==> src/rtl/aes_out_ser_if.sv <==
`default_nettype none
// ============================================================================
// Module      : aes_out_ser_if
// Description : Byte-wide valid/ready stream carrying ciphertext to the host.
// Revision    : 1.0 - initial release
// ============================================================================
interface aes_out_ser_if;
    logic [7:0] text_out;
    logic       out_valid;
    logic       out_last;
    logic       out_ready;

    modport master (
        output text_out,
        output out_valid,
        output out_last,
        input  out_ready
    );

    modport slave (
        input  text_out,
        input  out_valid,
        input  out_last,
        output out_ready
    );
endinterface
`default_nettype wire

==> src/rtl/aes_out_ser.sv <==
`default_nettype none
// ============================================================================
// Module      : aes_out_ser
// Description : Final AddRoundKey capture and byte-serial ciphertext output.
// Revision    : 1.0 - initial release
// ============================================================================
module aes_out_ser #(
    parameter int NBYTES    = 16,
    parameter bit MSB_FIRST = 1'b1
) (
    input  logic                  clk,
    input  logic                  rst,
    input  logic                  done_i,
    input  logic [8*NBYTES-1:0]   sa_i,
    input  logic [8*NBYTES-1:0]   w_i,
    aes_out_ser_if.master         bus,
    output logic                  busy_o,
    output logic                  overrun_o
);

    localparam int c_cnt_w = (NBYTES > 1) ? $clog2(NBYTES) : 1;
    localparam logic [c_cnt_w-1:0] c_last = c_cnt_w'(NBYTES - 1);

    typedef enum logic [0:0] {
        IDLE = 1'b0,
        SEND = 1'b1
    } state_t;

    state_t                r_state;
    logic [8*NBYTES-1:0]   r_buf;
    logic [c_cnt_w-1:0]    r_cnt;
    logic [7:0]            r_text;
    logic                  r_last;
    logic                  r_overrun;

    state_t                w_state_nxt;
    logic [8*NBYTES-1:0]   w_buf_nxt;
    logic [c_cnt_w-1:0]    w_cnt_nxt;
    logic [c_cnt_w-1:0]    w_idx;
    logic [7:0]            w_text_nxt;
    logic                  w_last_nxt;
    logic                  w_overrun_nxt;
    logic                  w_valid;
    logic                  w_xfer;
    logic                  w_final_xfer;

    assign w_valid      = (r_state == SEND);
    assign w_xfer       = w_valid & bus.out_ready;
    assign w_final_xfer = w_xfer & (r_cnt == c_last);

    always_ff @(posedge clk or posedge rst) begin
        if (rst) begin
            r_state   <= IDLE;
            r_buf     <= '0;
            r_cnt     <= '0;
            r_text    <= '0;
            r_last    <= 1'b0;
            r_overrun <= 1'b0;
        end else begin
            r_state   <= w_state_nxt;
            r_buf     <= w_buf_nxt;
            r_cnt     <= w_cnt_nxt;
            r_text    <= w_text_nxt;
            r_last    <= w_last_nxt;
            r_overrun <= w_overrun_nxt;
        end
    end

    always_comb begin
        w_state_nxt   = r_state;
        w_buf_nxt     = r_buf;
        w_cnt_nxt     = r_cnt;
        w_overrun_nxt = r_overrun;
        w_idx         = '0;
        w_text_nxt    = 8'h00;
        w_last_nxt    = 1'b0;

        case (r_state)
            IDLE: begin
                if (done_i) begin
                    w_buf_nxt   = sa_i ^ w_i;
                    w_cnt_nxt   = '0;
                    w_state_nxt = SEND;
                end
            end
            SEND: begin
                if (w_final_xfer) begin
                    // A strobe landing on the final transfer chains the next block with no bubble
                    if (done_i) begin
                        w_buf_nxt = sa_i ^ w_i;
                        w_cnt_nxt = '0;
                    end else begin
                        w_state_nxt = IDLE;
                    end
                end else begin
                    if (w_xfer) begin
                        w_cnt_nxt = r_cnt + 1'b1;
                    end
                    if (done_i) begin
                        w_overrun_nxt = 1'b1;
                    end
                end
            end
            default: w_state_nxt = IDLE;
        endcase

        // Output byte is registered from the post-edge buffer and count
        if (w_state_nxt == SEND) begin
            w_idx      = MSB_FIRST ? (c_last - w_cnt_nxt) : w_cnt_nxt;
            w_text_nxt = w_buf_nxt[{w_idx, 3'b000} +: 8];
            w_last_nxt = (w_cnt_nxt == c_last);
        end
    end

    assign bus.text_out  = r_text;
    assign bus.out_valid = w_valid;
    assign bus.out_last  = r_last & w_valid;
    assign busy_o        = w_valid;
    assign overrun_o     = r_overrun;

endmodule
`default_nettype wire

==> src/flat_wrapper.sv <==
// flat-port wrapper written by rule: the top's interface ports become plain ports
module aes_out_ser_flat 
#(
    parameter int NBYTES    = 16,
    parameter bit MSB_FIRST = 1'b1
)
  (clk, rst, done_i, sa_i, w_i, busy_o, overrun_o, bus_text_out, bus_out_valid, bus_out_last, bus_out_ready);
  aes_out_ser_if bus_i ();
  input  logic clk;
  input  logic rst;
  input  logic done_i;
  input  logic [8*NBYTES-1:0] sa_i;
  input  logic [8*NBYTES-1:0] w_i;
  output logic busy_o;
  output logic overrun_o;
  output wire logic [$bits(bus_i.text_out)-1:0] bus_text_out;
  output wire logic [$bits(bus_i.out_valid)-1:0] bus_out_valid;
  output wire logic [$bits(bus_i.out_last)-1:0] bus_out_last;
  input wire logic [$bits(bus_i.out_ready)-1:0] bus_out_ready;
  assign bus_text_out = bus_i.text_out;
  assign bus_out_valid = bus_i.out_valid;
  assign bus_out_last = bus_i.out_last;
  assign bus_i.out_ready = bus_out_ready;
  aes_out_ser #(.NBYTES(NBYTES), .MSB_FIRST(MSB_FIRST)) u_core (.clk(clk), .rst(rst), .done_i(done_i), .sa_i(sa_i), .w_i(w_i), .bus(bus_i), .busy_o(busy_o), .overrun_o(overrun_o));
endmodule
==> config.mk <==
export PLATFORM = sky130hd
export DESIGN_NAME = aes_out_ser_flat
export DESIGN_NICKNAME = d
export VERILOG_FILES = /design/src/rtl/aes_out_ser_if.sv /design/src/rtl/aes_out_ser.sv /design/src/flat_wrapper.sv
export SDC_FILE = /design/constraint.sdc
export NUM_CORES = 1
export LEC_CHECK = 0
export BUFFER_PORTS_ARGS = -buffer_cell sky130_fd_sc_hd__buf_4
export CAP_MARGIN = 20
export CORE_ASPECT_RATIO = 1.5
export CORE_UTILIZATION = 53
export CTS_BUF_LIST = sky130_fd_sc_hd__clkbuf_2
export DETAILED_ROUTE_END_ITERATION = 8
export PLACE_DENSITY = 0.93
export SETUP_SLACK_MARGIN = 0.5
export SKIP_CTS_REPAIR_TIMING = 1
export SKIP_LAST_GASP = 1
export SLEW_MARGIN = 40
export SYNTH_ARGS = -nofsm -noshare
export SYNTH_HDL_FRONTEND = slang
export SYNTH_SLANG_ARGS = --single-unit
export TNS_END_PERCENT = 5
==> constraint.sdc <==
create_clock -name clk -period 4.4 [get_ports clk]
set_input_delay 0 -clock clk [delete_from_list [all_inputs] [get_ports clk]]
set_output_delay 0 -clock clk [all_outputs]
set_load 0.05 [all_outputs]
==> results by stage, run 1 <==
Placement:
- The wire-length estimate of the detail-placed layout is 15700 µm.
- The number of I/O port buffers is roughly 270.
- The congestion estimate from routability-driven global placement came to around 0.83.

Yosys:
- After synthesis, the most frequently instantiated cells are dfrtp_1, o22ai_1, inv_1.
- The gate count of the mapped netlist is 833.
- Synthesis inferred around 140 register bits.
- After synthesis, the largest area contributor takes up 44.4% of total cell area.
- Of all flip-flops after synthesis, the portion carrying an async set or reset was between 90% and 100%.
- The warning count from the yosys run is 0.
- The count of unique library cells instantiated by Yosys is 37.
- Ranked by total cell area, the synthesized netlist is headed by dfrtp_1, xnor2_1, o22ai_1, inv_1, nand2_1.
- In the post-synthesis netlist, the cell with the most instances is dfrtp_1.
- Synthesis produced a netlist with a net count of between 1000 and 1500.
- The number of enable-type register cells in the synthesized netlist is 0.
- The mean post-synth cell area is 9.68 µm².
- After synthesis, flip-flops and latches occupy about 44% of the total area.
- Summing every instance area after synthesis gives 8060 µm².
- Among all flip-flop cells after synthesis, the most frequent one is dfrtp_1.
- The synthesized design spends more area on one cell type than any other, namely dfrtp_1.

Clock network:
- The maximum level of the CTS H-tree is 4.
- The cell sitting at the root of the clock tree is a clkbuf_2.
- The clock passes through at most 2 buffers.
- The number of buffers inserted during clock tree synthesis is 17.
- The total clock sinks is roughly 140.

Floorplanning:
- From bottom edge to top edge, the die measures 153 µm.
- The count of standard-cell rows is between 50 and 60.
- The chip width is 103 µm.
- The number of ports placed on the die boundary is about 270.
- The initial utilization of the core area, before any placement, comes to between 50% and 60%.

Run status:
- The tool reported: "[ERROR RSZ-0060] Max buffer count reached".
- The flow did not finish.
- The last stage the flow got to is 5_1_grt.

GRT:
- Entering global routing, the biggest net connects 99 pins.
## metrics by stage
stage | util, % | hold slack, ps | area, µm² | cells | worst slack (ps)
2_1_floorplan | - | 244 | 8060 | 833 | 562
3_3_place_gp | 68.8 | 234 | 10100 | 1256 | 1290
3_5_place_dp | 69.0 | 247 | 10200 | 1257 | 1340
4_1_cts | 70.5 | -585 | 10400 | 1289 | 1320
## cell families after synthesis
family	count (synthesis)	share of synthesized area, %
and+or+nand+nor	153	7.87
adders and majority gates	1	0.155
buffers and inverters	187	9.96
xor gates and xnor gates	129	14.0
DFF	143	44.4
AOI/OAI and AO/OA	155	12.8
muxes	65	10.8
==> run 2, diff against run 1 <==
--- a/config.mk
+++ b/config.mk
@@ -7,12 +7,9 @@
 export LEC_CHECK = 0
 export BUFFER_PORTS_ARGS = -buffer_cell sky130_fd_sc_hd__buf_4
 export CAP_MARGIN = 20
-export CORE_ASPECT_RATIO = 1.5
-export CORE_UTILIZATION = 53
-export CTS_BUF_LIST = sky130_fd_sc_hd__clkbuf_2
+export CORE_UTILIZATION = 38
 export DETAILED_ROUTE_END_ITERATION = 8
-export PLACE_DENSITY = 0.93
-export SETUP_SLACK_MARGIN = 0.5
+export PLACE_DENSITY_LB_ADDON = 0.15
 export SKIP_CTS_REPAIR_TIMING = 1
 export SKIP_LAST_GASP = 1
 export SLEW_MARGIN = 40
==> run 2 against run 1 <==
The flow now finishes, with violations (hold timing). Synthesized cell count unchanged. Synthesized area unchanged.
==> results by stage, run 2 <==
Job:
- The number of max-capacitance violations reported is 0.

Min path:
- The worst hold path passes through 5 cells.
- For hold timing, the worst endpoint is u_core.r_buf[110].
- The start point of the worst min-delay path is sa_i[110].
- The class of the tightest hold or removal check is in -> reg.

Final layout:
- The most common library cell in the layout ignoring fill and taps is buf_4.
- The final design area excluding fillers is approximately 11000 µm².
- The area growth from synthesis to layout is 40.2%.
- The register with the most flip-flops in the layout has approximately 130 of them.
- Measured on the finished design, the core utilization comes to between 50% and 60%.
- The number of nets in the final layout is roughly 1400.
- The library cells used most frequently in the layout, excluding fill and tap cells, are buf_4, dfrtp_1, o22ai_1.
- The layout has between 1500 and 2000 filler cells.
- In the final layout, the share of cells above drive strength 1 is between 30 and 40%.
- The register name with the most flops is u_core.r_buf.
- The number of antenna diodes in the final layout is 0.

Critical path:
- Data on the critical path is required at its endpoint by 4750 ps.
- The reg-to-reg critical path startpoint is u_core.r_cnt[0].
- The arrival time of data at the critical path endpoint is about 3500 ps.
- The launching element type of the critical path is a register.
- The reg-to-reg setup timing slack is ~1200 ps.
- The stage delay of the slowest cell on the critical path is between 500 and 600 ps.
- The worst reg2reg path depth is 8.
- In this run the critical register-to-register path is captured at u_core.bus.text_out[0].
- In this run the worst path has a maximum fanout of 80.
- The worst setup path is of the reg -> reg kind.
- Among the stages of the critical path, the cell type that occurs most often is o22ai_1.
- The cell count along the critical path is 8.
- The slowest cell on the critical path is a21boi_4.
- The gate family responsible for the most delay along the worst path is compound AO/OA/AOI/OAI gates.
- The number of buffer and inverter stages on the critical path is 1.
- The critical path goes through ha_1, nand4_2, a21boi_4, buf_12, o22ai_1, mux4_2, o22ai_1, a221o_1.
- The worst setup path is captured at a register.

Clock network:
- The number of buffers inserted during clock tree synthesis is 17 (unchanged).
- The clock slew seen by the registers of the worst setup and hold paths is ~50 ps.
- Clock tree synthesis selected as its root buffer the cell clkbuf_16.
- The worst-skew pair later-pin latency is 420 ps.
- The total clock sinks is 143 (unchanged).
- TritonCTS built the clock tree.
- The clock tree buffer depth is 2 (unchanged).
- The maximum level of the CTS H-tree is 4 (unchanged).

Yosys:
- The net count of the mapped netlist is 1094 (unchanged).
- The register area share after synthesis is 44.4% (unchanged).
- The largest area contributor in the netlist is dfrtp_1.
- The share of Yosys cell area claimed by the top area cell type came to 44.4% (unchanged).
- The netlist area before placement came to 8060 µm² (unchanged).
- The flip-flop and latch count after synthesis is 143 (unchanged).
- The number of enable-type register cells in the synthesized netlist is 0 (unchanged).
- The mean post-synth cell area was 9.68 µm² (unchanged).
- After synthesis, the cell types taking the most area are dfrtp_1, xnor2_1, o22ai_1, inv_1, nand2_1.
- The gate count of the mapped netlist is 833 (unchanged).
- The share of async-settable or async-resettable flops after synthesis is 100% (unchanged).
- The library cell with the highest instance count after synthesis is dfrtp_1.
- The warning count from the yosys run came to 0 (unchanged).
- In the synthesized netlist the dominant register cell turns out to be dfrtp_1.
- The count of unique library cells instantiated by Yosys was 37 (unchanged).
- By count the netlist is led by dfrtp_1, o22ai_1, inv_1.

Drt:
- The count of TritonRoute iterations in the first routing pass is 4.
- In the routed layout, each cell is associated on average with a via count of 4.84.
- After the first detailed-routing iteration, the DRC count stood at around 330.
- The remaining antenna violation count after routing is 0.
- The wire length per cell after detailed routing is 15.2 µm.
- After detailed routing, the total wire length is 21400 µm.
- The total number of vias is 6817.
- The final routed DRC violation total is 0.

Placement:
- The area of placed instances is 10300 µm² (+1.2%).
- The detailed placer's ending HPWL came to 15300 µm (-2.4%).
- The global placer's final weighted congestion came to 0.786 (-5.7%).
- The number of I/O port buffers was 271 (unchanged).

Timing:
- The share of the cycle needed by the critical path after routing is between 70% and 80%.
- In this run the tightest slew margin relative to its limit is between 50% and 60%.
- The time the final worst path needs with I/O delays and setup is roughly 3200 ps.
- The final max-slew violation count came to 0.
- Static timing analysis puts the maximum clock frequency at 314 MHz.
- The clock arrives with 8.47 ps of skew.
- Final hold analysis gives a worst-case slack of -42.4 ps.
- The hold violation count in the final report came to 79.
- Setup repair after global routing left no endpoint under its margin.
- The actual transition at the worst max-transition pin is roughly 740 ps.
- The final-report setup violation count is 0.
- The setup TNS after final layout is 0 ps.

Run status:
- The run finished, with violations left.
- The final reports fail on hold timing.

GRT:
- Across every metal layer, demand over resource in global routing totals roughly a fifth.
- The number of antenna violations at the first check in global routing is 0.
- After global routing the overflow that remains totals 0.
- The wire length of the first global-routing pass is 33100 µm.
- The maximum number of pins on one net before global-route repair is 105.
- The via count of the first global-routing pass is between 6000 and 7000.

Floorplanning:
- The starting density of the core is 39.3% (-15 points).
- The area enclosed by the die boundary is 21800 µm².
- The die outline height is 148 µm (-3.5%).
- The number of ports placed on the die boundary came to 272 (unchanged).
- The count of standard-cell rows is 52 (-3.7%).
- The core box area is roughly 20000 µm².
- The chip width is 148 µm (+44%).

Pwr:
- The static leakage power is 5.30 nW.
- The worst-case IR drop observed on VDD is slightly below 0.4 mV.
- Dividing total power by cell area gives a power density of about 600 nW/µm².
==> run 2: cell counts after synthesis <==
No cell type changed its count.
==> run 2: cell families (layout without fill, tap and decap cells) <==
group	Yosys count	count (layout)	synth area share [%]
adder cells (fa/ha/maj)	1	1	0.155
AO/OA/AOI/OAI	155	155	12.8
multiplexers	65	65	10.8
XOR/XNOR	129	129	14.0
flip-flops	143	143	44.4
buffers and inverters	187	492	9.96
AND/OR/NAND/NOR	153	153	7.87
==> run 2: through the flow <==
| step | hold slack, ps | power (mW) | setup slack, ps | cells |
|---|---|---|---|---|
| 2_1_floorplan | 244 | 4.48 | 562 | 833 |
| 3_3_place_gp | 287 | 5.29 | 1280 | 1330 |
| 3_5_place_dp | 185 | 5.37 | 1260 | 1332 |
| 4_1_cts | -261 | 6.78 | 1200 | 1363 |
| 5_1_grt | 0.137 | 7.22 | 1060 | 1408 |
| 6_report | -42.4 | 6.76 | 1210 | 1408 |
==> run 2: area by class of cell <==
type,instances,area [µm²],share of cell area (%)
Clock inverter,6,82.6,0.731
Multi-Input combinational cell,503,3700,32.8
Inverter,135,518,4.58
Timing Repair Buffer,326,2600,23.0
Tap cell,270,338,2.99
Sequential cell,143,3580,31.7
Clock buffer,25,485,4.29
==> run 2: worst max path at each step <==
stage	from	endpoint	slack [ps]
floorplan	rst	u_core.bus.out_valid	560
detailed placement	u_core.r_cnt[0]	u_core.bus.text_out[3]	1260
finish	u_core.r_cnt[0]	u_core.bus.text_out[0]	1210
global route	u_core.r_cnt[0]	u_core.bus.text_out[2]	1060
global placement	u_core.r_cnt[0]	u_core.bus.text_out[0]	1280
CTS	u_core.r_cnt[0]	u_core.bus.text_out[3]	1200
==> run 2: worst register-to-register path: cells and delay by family, from the launching register on <==
family                     cells  cell delay, ps
muxes                          1             490
buffers and inverters          1             390
and+or+nand+nor                1             200
adders and majority gates      1             320
AOI/OAI and AO/OA              4            1290
DFF                            1             430
==> run 2: per-layer routing <==
| metal | global-route usage (%) | vias to the layer above | part of all wire (%) |
|---|---|---|---|
| li1 | - | 3348 | - |
| met1 | 25.2 | 3239 | 44 |
| met2 | 33.0 | 212 | 49 |
| met3 | 3.80 | 18 | 5.5 |
| met4 | 6.03 | 0 | 1.3 |
| met5 | 0 | - | 0 |
==> run 2: power breakdown <==
group	internal [mW]	switching [mW]	total, mW
registers	1.98	0.213	2.19
logic	1.53	1.66	3.19
clock network	0.873	0.513	1.39
total	4.38	2.38	6.76
Note: power is estimated with default switching activity, not from simulation.
